===== src/rtl/sdcard_cmd_seq_if.sv =====
// Command/response and SPI byte-engine signals of the SD card command sequencer.
// The slave modport is the sequencer; the master modport is its environment
// (command issuer plus the SPI byte engine).
interface sdcard_cmd_seq_if;
    logic        cmd_start;
    logic [5:0]  cmd_index;
    logic [31:0] cmd_arg;
    logic [2:0]  resp_len;
    logic        cmd_busy;
    logic        cmd_done;
    logic        cmd_timeout;
    logic [7:0]  resp_r1;
    logic [31:0] resp_data;
    logic [7:0]  spi_data_in;
    logic [4:0]  spi_bits;
    logic        spi_start;
    logic        spi_finished;
    logic [7:0]  spi_data_out;

    modport slave (
        input  cmd_start,
        input  cmd_index,
        input  cmd_arg,
        input  resp_len,
        output cmd_busy,
        output cmd_done,
        output cmd_timeout,
        output resp_r1,
        output resp_data,
        output spi_data_in,
        output spi_bits,
        output spi_start,
        input  spi_finished,
        input  spi_data_out
    );

    modport master (
        output cmd_start,
        output cmd_index,
        output cmd_arg,
        output resp_len,
        input  cmd_busy,
        input  cmd_done,
        input  cmd_timeout,
        input  resp_r1,
        input  resp_data,
        input  spi_data_in,
        input  spi_bits,
        input  spi_start,
        output spi_finished,
        output spi_data_out
    );
endinterface


===== src/rtl/sdcard_cmd_seq.sv =====
// SD card SPI-mode command sequencer: sends a 0xFF preamble byte, the 6-byte
// command frame with CRC7, polls for R1 and collects up to 4 extra response
// bytes, driving a one-byte-at-a-time SPI engine.
module sdcard_cmd_seq #(
    parameter int unsigned NCR_MAX = 8
) (
    input logic             clk,
    input logic             rst_n,
    sdcard_cmd_seq_if.slave bus
);

    localparam logic [2:0] IDLE = 3'd0;
    localparam logic [2:0] PRE  = 3'd1;
    localparam logic [2:0] SEND = 3'd2;
    localparam logic [2:0] POLL = 3'd3;
    localparam logic [2:0] DATA = 3'd4;
    localparam logic [2:0] DONE = 3'd5;

    localparam logic [7:0] NcrMax = 8'(NCR_MAX);

    // CRC7 (x^7 + x^3 + 1), zero initial value, MSB-first over 40 frame bits
    function automatic logic [6:0] crc7_calc(input logic [39:0] bits);
        logic [6:0] crc;
        logic       fb;
        crc = '0;
        for (int i = 39; i >= 0; i--) begin
            fb  = bits[i] ^ crc[6];
            crc = {crc[5:0], 1'b0};
            if (fb) begin
                crc = crc ^ 7'h09;
            end
        end
        return crc;
    endfunction

    logic [2:0]  state_q, state_d;
    logic [5:0]  idx_q, idx_d;
    logic [31:0] arg_q, arg_d;
    logic [2:0]  len_q, len_d;
    logic [2:0]  cnt_q, cnt_d;
    logic [7:0]  poll_q, poll_d;
    logic        start_q, start_d;
    logic [7:0]  tx_q, tx_d;
    logic        timeout_q, timeout_d;
    logic [7:0]  r1_q, r1_d;
    logic [31:0] data_q, data_d;

    logic [6:0]  crc7;
    logic [2:0]  frame_sel;
    logic [7:0]  frame_byte;
    logic [7:0]  poll_inc;
    logic [2:0]  len_clamped;

    // CRC over the latched command; stable for the whole command
    always_comb begin
        crc7 = crc7_calc({2'b01, idx_q, arg_q});
    end

    // Frame byte for the next SEND transfer (byte 0 when leaving PRE)
    always_comb begin
        frame_sel  = (state_q == PRE) ? 3'd0 : cnt_q + 3'd1;
        frame_byte = 8'hFF;
        case (frame_sel)
            3'd0:    frame_byte = {2'b01, idx_q};
            3'd1:    frame_byte = arg_q[31:24];
            3'd2:    frame_byte = arg_q[23:16];
            3'd3:    frame_byte = arg_q[15:8];
            3'd4:    frame_byte = arg_q[7:0];
            3'd5:    frame_byte = {crc7, 1'b1};
            default: frame_byte = 8'hFF;
        endcase
    end

    // Poll counter saturates rather than wrapping; lengths above 4 mean 4
    always_comb begin
        poll_inc    = (poll_q == 8'hFF) ? poll_q : poll_q + 8'd1;
        len_clamped = (bus.resp_len > 3'd4) ? 3'd4 : bus.resp_len;
    end

    // Next-state logic: one transfer outstanding at a time, each new byte
    // launched in the cycle after the previous spi_finished
    always_comb begin
        state_d   = state_q;
        idx_d     = idx_q;
        arg_d     = arg_q;
        len_d     = len_q;
        cnt_d     = cnt_q;
        poll_d    = poll_q;
        start_d   = 1'b0;
        tx_d      = tx_q;
        timeout_d = timeout_q;
        r1_d      = r1_q;
        data_d    = data_q;

        case (state_q)
            IDLE: begin
                if (bus.cmd_start) begin
                    idx_d     = bus.cmd_index;
                    arg_d     = bus.cmd_arg;
                    len_d     = len_clamped;
                    timeout_d = 1'b0;
                    r1_d      = 8'hFF;
                    data_d    = '0;
                    cnt_d     = '0;
                    poll_d    = '0;
                    start_d   = 1'b1;
                    tx_d      = 8'hFF;
                    state_d   = PRE;
                end
            end
            PRE: begin
                if (bus.spi_finished) begin
                    cnt_d   = '0;
                    start_d = 1'b1;
                    tx_d    = frame_byte;
                    state_d = SEND;
                end
            end
            SEND: begin
                if (bus.spi_finished) begin
                    start_d = 1'b1;
                    if (cnt_q == 3'd5) begin
                        poll_d  = '0;
                        tx_d    = 8'hFF;
                        state_d = POLL;
                    end else begin
                        cnt_d = cnt_q + 3'd1;
                        tx_d  = frame_byte;
                    end
                end
            end
            POLL: begin
                if (bus.spi_finished) begin
                    poll_d = poll_inc;
                    if (!bus.spi_data_out[7]) begin
                        r1_d = bus.spi_data_out;
                        // Error bits in R1 suppress the trailing data bytes
                        if (len_q == 3'd0 || |bus.spi_data_out[6:1]) begin
                            state_d = DONE;
                        end else begin
                            cnt_d   = '0;
                            start_d = 1'b1;
                            tx_d    = 8'hFF;
                            state_d = DATA;
                        end
                    end else if (poll_inc == NcrMax) begin
                        timeout_d = 1'b1;
                        state_d   = DONE;
                    end else begin
                        start_d = 1'b1;
                        tx_d    = 8'hFF;
                    end
                end
            end
            DATA: begin
                if (bus.spi_finished) begin
                    data_d = {data_q[23:0], bus.spi_data_out};
                    cnt_d  = cnt_q + 3'd1;
                    if (cnt_q + 3'd1 == len_q) begin
                        state_d = DONE;
                    end else begin
                        start_d = 1'b1;
                        tx_d    = 8'hFF;
                    end
                end
            end
            DONE: begin
                state_d = IDLE;
            end
            default: begin
                state_d = IDLE;
            end
        endcase
    end

    // State registers with synchronous active-low reset
    always_ff @(posedge clk) begin
        if (!rst_n) begin
            state_q   <= IDLE;
            idx_q     <= '0;
            arg_q     <= '0;
            len_q     <= '0;
            cnt_q     <= '0;
            poll_q    <= '0;
            start_q   <= 1'b0;
            tx_q      <= 8'hFF;
            timeout_q <= 1'b0;
            r1_q      <= 8'hFF;
            data_q    <= '0;
        end else begin
            state_q   <= state_d;
            idx_q     <= idx_d;
            arg_q     <= arg_d;
            len_q     <= len_d;
            cnt_q     <= cnt_d;
            poll_q    <= poll_d;
            start_q   <= start_d;
            tx_q      <= tx_d;
            timeout_q <= timeout_d;
            r1_q      <= r1_d;
            data_q    <= data_d;
        end
    end

    // Output drive
    always_comb begin
        bus.cmd_busy    = (state_q != IDLE);
        bus.cmd_done    = (state_q == DONE);
        bus.cmd_timeout = timeout_q;
        bus.resp_r1     = r1_q;
        bus.resp_data   = data_q;
        bus.spi_data_in = tx_q;
        bus.spi_bits    = 5'd7;
        bus.spi_start   = start_q;
    end

endmodule


===== src/flat_wrapper.sv =====
// flat-port wrapper written by rule: the top's interface ports become plain ports
module sdcard_cmd_seq_flat 
#(
    parameter int unsigned NCR_MAX = 8
)
  (clk, rst_n, bus_cmd_start, bus_cmd_index, bus_cmd_arg, bus_resp_len, bus_cmd_busy, bus_cmd_done, bus_cmd_timeout, bus_resp_r1, bus_resp_data, bus_spi_data_in, bus_spi_bits, bus_spi_start, bus_spi_finished, bus_spi_data_out);
  sdcard_cmd_seq_if bus_i ();
  input logic clk;
  input logic rst_n;
  input wire logic [$bits(bus_i.cmd_start)-1:0] bus_cmd_start;
  input wire logic [$bits(bus_i.cmd_index)-1:0] bus_cmd_index;
  input wire logic [$bits(bus_i.cmd_arg)-1:0] bus_cmd_arg;
  input wire logic [$bits(bus_i.resp_len)-1:0] bus_resp_len;
  output wire logic [$bits(bus_i.cmd_busy)-1:0] bus_cmd_busy;
  output wire logic [$bits(bus_i.cmd_done)-1:0] bus_cmd_done;
  output wire logic [$bits(bus_i.cmd_timeout)-1:0] bus_cmd_timeout;
  output wire logic [$bits(bus_i.resp_r1)-1:0] bus_resp_r1;
  output wire logic [$bits(bus_i.resp_data)-1:0] bus_resp_data;
  output wire logic [$bits(bus_i.spi_data_in)-1:0] bus_spi_data_in;
  output wire logic [$bits(bus_i.spi_bits)-1:0] bus_spi_bits;
  output wire logic [$bits(bus_i.spi_start)-1:0] bus_spi_start;
  input wire logic [$bits(bus_i.spi_finished)-1:0] bus_spi_finished;
  input wire logic [$bits(bus_i.spi_data_out)-1:0] bus_spi_data_out;
  assign bus_i.cmd_start = bus_cmd_start;
  assign bus_i.cmd_index = bus_cmd_index;
  assign bus_i.cmd_arg = bus_cmd_arg;
  assign bus_i.resp_len = bus_resp_len;
  assign bus_cmd_busy = bus_i.cmd_busy;
  assign bus_cmd_done = bus_i.cmd_done;
  assign bus_cmd_timeout = bus_i.cmd_timeout;
  assign bus_resp_r1 = bus_i.resp_r1;
  assign bus_resp_data = bus_i.resp_data;
  assign bus_spi_data_in = bus_i.spi_data_in;
  assign bus_spi_bits = bus_i.spi_bits;
  assign bus_spi_start = bus_i.spi_start;
  assign bus_i.spi_finished = bus_spi_finished;
  assign bus_i.spi_data_out = bus_spi_data_out;
  sdcard_cmd_seq #(.NCR_MAX(NCR_MAX)) u_core (.clk(clk), .rst_n(rst_n), .bus(bus_i));
endmodule

===== config.mk =====
export PLATFORM = sky130hd
export DESIGN_NAME = sdcard_cmd_seq_flat
export DESIGN_NICKNAME = d
export VERILOG_FILES = /design/src/rtl/sdcard_cmd_seq_if.sv /design/src/rtl/sdcard_cmd_seq.sv /design/src/flat_wrapper.sv
export SDC_FILE = /design/constraint.sdc
export NUM_CORES = 1
export LEC_CHECK = 0
export BUFFER_PORTS_ARGS = -buffer_cell sky130_fd_sc_hd__clkbuf_2
export CAP_MARGIN = 0
export CORE_ASPECT_RATIO = 1.25
export CORE_MARGIN = 4
export CORE_UTILIZATION = 60
export CTS_CLUSTER_DIAMETER = 120
export CTS_CLUSTER_SIZE = 40
export DETAILED_ROUTE_END_ITERATION = 10
export PLACE_DENSITY = 0.86
export SYNTH_ARGS = -nofsm -noshare
export SYNTH_HDL_FRONTEND = slang
export SYNTH_SLANG_ARGS = --single-unit

===== constraint.sdc =====
create_clock -name clk -period 4.3 [get_ports clk]
set_input_delay 0.645 -clock clk [delete_from_list [all_inputs] [get_ports clk]]
set_output_delay 0.645 -clock clk [all_outputs]
set_load 0.01 [all_outputs]

==> results.json, run 1 <==
{
  "status": "completed",
  "row_count": 38,
  "irDropWorstVdd_v": 0.000425,
  "rsz0062_at_grt": "false",
  "fin_crit_sh_pct": 73.0,
  "gr-total-overflow": 0,
  "max_freq_mhz": 319,
  "cts-root-buf": "clkbuf_8",
  "rrSetupSlack_ns": 1.16,
  "yosysTopAreaCellShare_pct": 38.6,
  "insertion_delay_ns": 0.38,
  "final_nets": 798,
  "syn-cell-area_um2": 5440,
  "gp_congestion": 0.954,
  "ys_seq_elements": 105,
  "boundaryPins": 110,
  "grt_max_degree": 76,
  "numCtsBuffers": 9,
  "synth-main-ff-cell": "dfxtp_1",
  "die-area_um2": 10700,
  "dr.pass1.iters": 5,
  "yosysTopAreaCell": "dfxtp_1",
  "fin_skew_ns": 0.0134,
  "regArea_um2": 2100,
  "holdPathEnd": "u_core.bus.resp_data[18]",
  "rr_worst_depth": 8,
  "cts_setup_buffers": 0,
  "max-cap-violations": 0,
  "routedWlPerCell_um": 16.0,
  "die-height_um": 114,
  "final_core_util_pct": 70.6,
  "grt_antenna_before_repair": 0,
  "r2r_end": "u_core.bus.spi_data_in[2]",
  "fp.dieW_um": 93.2,
  "maxSlewHeadroom_pct": 36.3,
  "cts_resized": 0,
  "tightest_slew_ns": 0.953,
  "critical_path.max_stage_delay_ns": 0.82,
  "hold_path.startpoint": "u_core.bus.resp_data[10]",
  "setup_viol": 0,
  "synth_area_leaders": "dfxtp_1 (39%), nand2_1 (9.5%), a21oi_1 (8.5%)",
  "synthArstFlopShare_pct": 0,
  "hpwl_um": 10300,
  "setup-tns-final_ns": 0,
  "clockBufferDepth": 2,
  "diodes": 0,
  "synth_edf_count": 0,
  "postSynthCellCount": 671,
  "syn_to_final_growth_pct": 13.5,
  "hold_depth": 2,
  "cts_tree": "yes",
  "via_count": 4974,
  "required_ns": 4.57,
  "critPathLaunchType": "flop",
  "hold_viol": 0,
  "via_per_inst": 5.74,
  "yosysSeqAreaShare_pct": 38.6,
  "reg2reg_from": "u_core.cnt_q[0]",
  "clk_pin_slew_worst_paths_ns": 0.11,
  "yosysWarnings": 0,
  "drtIter0Drc": 319,
  "drc": 0,
  "crit_arrival_ns": 3.41,
  "postSynthAreaPerCell_um2": 8.11,
  "crit_chain": "ha_1 > xor2_1 > nor3_1 > a32oi_1 > nor2_1 > a2111oi_0 > o211ai_1 > o31a_1",
  "clkSinkCount": 105,
  "drive_gt1_share_pct": 18.7,
  "drt_wl_total_um": 13900,
  "yosys-top-cells-count": "nand2_1 (138), dfxtp_1 (105), a21oi_1 (92)",
  "drv_slew": 0,
  "n_fill_cell": 745,
  "hold_buffers": 0,
  "grt_pass1_wl_um": 22200,
  "path_class": "flop to flop",
  "period_needed_ns": 3.14,
  "critPathMaxFanout": 21,
  "critical_path.slowest_cell": "dfxtp_1",
  "p_per_area_nw_per_um2": 507,
  "yosysUniqueCellTypes": 62,
  "drtAntennaViolNets": 0,
  "grt_pass1_vias": 4514,
  "htree_levels": 3,
  "yosysMostFrequentCell": "nand2_1",
  "core_region_area_um2": 8750,
  "grtUsageTotal_pct": 26.1,
  "end_kind": "flop",
  "start_util_pct": 62.2,
  "hp-class": "flop to flop",
  "io_buffers": 104,
  "multi_input_area_um2": 3120,
  "total_leakage_power_nw": 2.43
}
-- report_power, final --
group / leakage (nW) / internal, mW / switching [mW]
Clock: 0.111 / 0.299 / 0.372
Combinational: 1.46 / 0.683 / 0.660
Sequential: 0.854 / 1.04 / 0.0838
-- layer usage --
layer	wire [um]	global-route usage, %	up-vias
met5	0	0	-
met4	439	10.1	0
met3	930	4.14	28
met2	7130	46.0	221
met1	5350	31.7	2278
li1	-	-	2447
-- final cells by class --
class | instances | share of cell area (%)
clock inverters | 6 | 1.32
well taps | 120 | 2.43
repair buffers | 109 | 9.04
clock buffers | 10 | 2.23
multi-input cells | 510 | 50.5
inverters | 7 | 0.426
flip-flops and latches | 105 | 34.0
-- kinds of logic after synthesis --
family	share of synthesized area, %
xor gates and xnor gates	15.1
other	0.138
muxes	0.575
AOI/OAI and AO/OA	19.3
buffers and inverters	4.41
adders and majority gates	0.690
DFF	38.6
and+or+nand+nor	21.1
-- metrics by stage --
step / setup WS [ns] / cell area [um^2] / std cells / hold slack, ns / power (mW)
after floorplan: 1.89 / 5450 / 674 / 0.449 / 2.19
after global placement: 1.37 / 5950 / 851 / 0.450 / 2.44
after detailed placement: 1.29 / 5950 / 851 / 0.463 / 2.46
after CTS: 1.27 / 6170 / 867 / 0.465 / 3.13
after global routing: 0.820 / 6170 / 867 / 0.468 / 3.28
final: 1.16 / 6170 / 867 / 0.472 / 3.13
-- worst max-delay path, delay by kind of cell (launching register included) --
kind | cells | cell delay, ns
AOI/OAI and AO/OA | 4 | 0.92
DFF | 1 | 0.82
xor gates and xnor gates | 1 | 0.58
adders and majority gates | 1 | 0.37
and+or+nand+nor | 2 | 0.32
-- worst max path at each step --
| stage | start | endpoint | slack, ns |
|---|---|---|---|
| 6_report | u_core.cnt_q[0] | u_core.bus.spi_data_in[2] | 1.16 |
| 3_3_place_gp | u_core.cnt_q[0] | u_core.bus.spi_data_in[2] | 1.37 |
| 4_1_cts | u_core.cnt_q[0] | u_core.bus.spi_data_in[2] | 1.27 |
| 2_1_floorplan | u_core.idx_q[0] | u_core.bus.spi_data_in[2] | 1.89 |
| 5_1_grt | u_core.cnt_q[0] | u_core.bus.spi_data_in[2] | 0.82 |
| 3_5_place_dp | u_core.cnt_q[0] | u_core.bus.spi_data_in[2] | 1.29 |
-- cells in the final DEF (no fill, tap or decap), drive strengths merged, types with 5 or more instances in the layout --
cell / netlist / final
nand2: 138 / 138
clkbuf: 47 / 114
dfxtp: 105 / 105
a21oi: 92 / 92
nand3: 45 / 45
xnor2: 37 / 37
nor2: 31 / 31
o21ai: 23 / 23
nor3: 15 / 15
xnor3: 12 / 12
inv: 7 / 11
xor2: 10 / 10
a22oi: 9 / 9
o211ai: 7 / 7
nand2b: 5 / 5
nor2b: 5 / 5
and2: 5 / 5
o22a: 5 / 5
a22o: 5 / 5
conb: 2 / 5
buf: 5 / 5
xor3: 5 / 5
-- sequential cells by signal, summed over array words and instances (netlist names), 6 cells and up --
name	count
u_core.idx_q	6
u_core.bus.resp_data	32
u_core.poll_q	8
u_core.bus.resp_r1	8
u_core.arg_q	32
u_core.bus.spi_data_in	8
(Power assumes the default switching activity.)
==> run 2, diff against run 1 <==
Settings changed: CORE_UTILIZATION 60 to 55, PLACE_DENSITY 0.86 to 0.8.
Clock period 4.3 ns to 3 ns, I/O delays scaled along.
==> run 2 against run 1 <==
Via count rose by 2.8%. Non-clock buffer count rose by 10. Clock skew is 0.0025 ns lower. Power increased by 52%. Sequential share of layout area shrank 1.0 points. First-iteration DRC count rose by 15%. Core utilization decreased by 4.7 points. Highest routed layer unchanged. Die area increased by 8.4%. Global-route usage rose by 0.25 points.
==> results.json, run 2 (synthesis results as in run 1) <==
{
  "start_util_pct": 56.3,
  "syn_to_final_growth_pct": 16.9,
  "total_leakage_power_nw": 2.52,
  "via_count": 5114,
  "drt_wl_total_um": 15200,
  "rsz0062_at_grt": "false",
  "p_int_mw": 3.16,
  "grtUsageTotal_pct": 26.3,
  "pwr-share-clk_pct": 26.4,
  "row_count": 40,
  "layout_common_cells": "nand2_1 (138), dfxtp_1 (105), clkbuf_2 (104)",
  "grt_pass1_wl_um": 24600,
  "maxSlewHeadroom_pct": 48.0,
  "fin_crit_sh_pct": 87.9,
  "hpwl_um": 11100,
  "irDropWorstVdd_v": 0.000688,
  "drc": 0,
  "critPathLaunchType": "flop",
  "clk_pin_slew_worst_paths_ns": 0.08,
  "gp_congestion": 0.925,
  "drive_gt1_share_pct": 19.8,
  "drtIter0Drc": 367,
  "end_kind": "flop",
  "fin_ws_ns": 0.363,
  "routedWlPerCell_um": 17.2,
  "final_core_util_pct": 65.9,
  "grt_pass1_vias": 4862,
  "via_per_inst": 5.79,
  "drtAntennaViolNets": 0,
  "hp-class": "primary input to flop",
  "hold_buffers": 0,
  "place_ws_ns": 0.394,
  "status": "completed",
  "cts_resized": 0,
  "drv_slew": 0,
  "core_region_area_um2": 9660,
  "path_class": "flop to flop",
  "p_switching_mw": 1.59,
  "boundaryPins": 110,
  "critPathMaxFanout": 5,
  "finalHoldWorstSlack_ns": 0.303,
  "cts-root-buf": "clkbuf_16",
  "io_buffers": 104,
  "clkSinkCount": 105,
  "rr_worst_depth": 7,
  "setup_viol": 0,
  "hold_viol": 0,
  "cts_tree": "yes",
  "gr-total-overflow": 0,
  "postPlaceCellArea_um2": 6050,
  "tightest_slew_ns": 0.779,
  "max_freq_mhz": 379,
  "power_frac_comb_pct": 40.0,
  "insertion_delay_ns": 0.36,
  "final_nets": 808,
  "numCtsBuffers": 9,
  "hold_depth": 3,
  "die-height_um": 119,
  "dr.pass1.iters": 5,
  "diodes": 0,
  "max-cap-violations": 0,
  "period_needed_ns": 2.64,
  "htree_levels": 3,
  "die-area_um2": 11600,
  "clockBufferDepth": 2,
  "fp.dieW_um": 97.0,
  "required_ns": 3.31,
  "swShare_pct": 33.5,
  "grt_max_degree": 76,
  "crit_arrival_ns": 2.95,
  "cts_setup_buffers": 0,
  "seq_power_share_pct": 33.6,
  "p_per_area_nw_per_um2": 746,
  "fin_skew_ns": 0.0110,
  "fin_area_um2": 6360,
  "setup-tns-final_ns": 0,
  "final_common_cell": "nand2_1",
  "grt_antenna_before_repair": 0
}
run 2: cell types whose count changed in the layout (fill, tap and decap cells not counted):
cell,change
buf_12,+1
buf_4,+9
clkbuf_16,+9
clkbuf_8,-10
clkinv_8,-1
clkinvlp_4,+1
inv_6,-2
inv_8,+3
run 2: worst paths after layout:
kind,start,endpoint,slack [ns]
hold reg to reg,u_core.bus.resp_data[24],u_core.bus.resp_data[24],0.47
setup reg to reg,u_core.idx_q[5],u_core.bus.spi_data_in[6],0.36
hold / removal,bus_cmd_arg[1],u_core.arg_q[1],0.30
setup / recovery,u_core.idx_q[5],u_core.bus.spi_data_in[6],0.36
run 2: power groups by stage:
stage,sequential (mW),combinational (mW),clock [mW]
after global routing,1.61,2.06,1.32
final,1.60,1.90,1.25
after global placement,1.62,1.90,0
after detailed placement,1.63,1.89,0
after CTS,1.59,1.90,1.27
after floorplan,1.59,1.55,0
run 2: per-layer routing:
layer / wire, um / part of all wire, % / track usage (%)
met5: 0 / 0 / 0
met4: 551 / 3.6 / 12.7
met3: 1050 / 6.9 / 4.39
met2: 7730 / 51 / 46.4
met1: 5820 / 38 / 30.9
run 2: area by class of cell:
| class | instances | area (um^2) |
|---|---|---|
| clock inverters | 7 | 88.8 |
| well taps | 126 | 158 |
| inverters | 7 | 26.3 |
| clock buffers | 9 | 225 |
| fillers | 826 | 3300 |
| multi-input cells | 510 | 3120 |
| flip-flops and latches | 105 | 2100 |
| repair buffers | 119 | 646 |
run 2: critical path, cell delays in order (launching register included):
cell and delay, ns:
dfxtp_1 0.45, xnor3_2 0.49, xnor3_1 0.27, xnor3_1 0.43, xnor3_1 0.42, xor2_1 0.18, o211ai_1 0.21, o21a_1 0.14
run 2: per-stage QoR:
stage | total power [mW] | instances
after floorplan | 3.14 | 674
after global placement | 3.52 | 867
after detailed placement | 3.52 | 867
after CTS | 4.76 | 883
after global routing | 4.99 | 883
final | 4.75 | 883
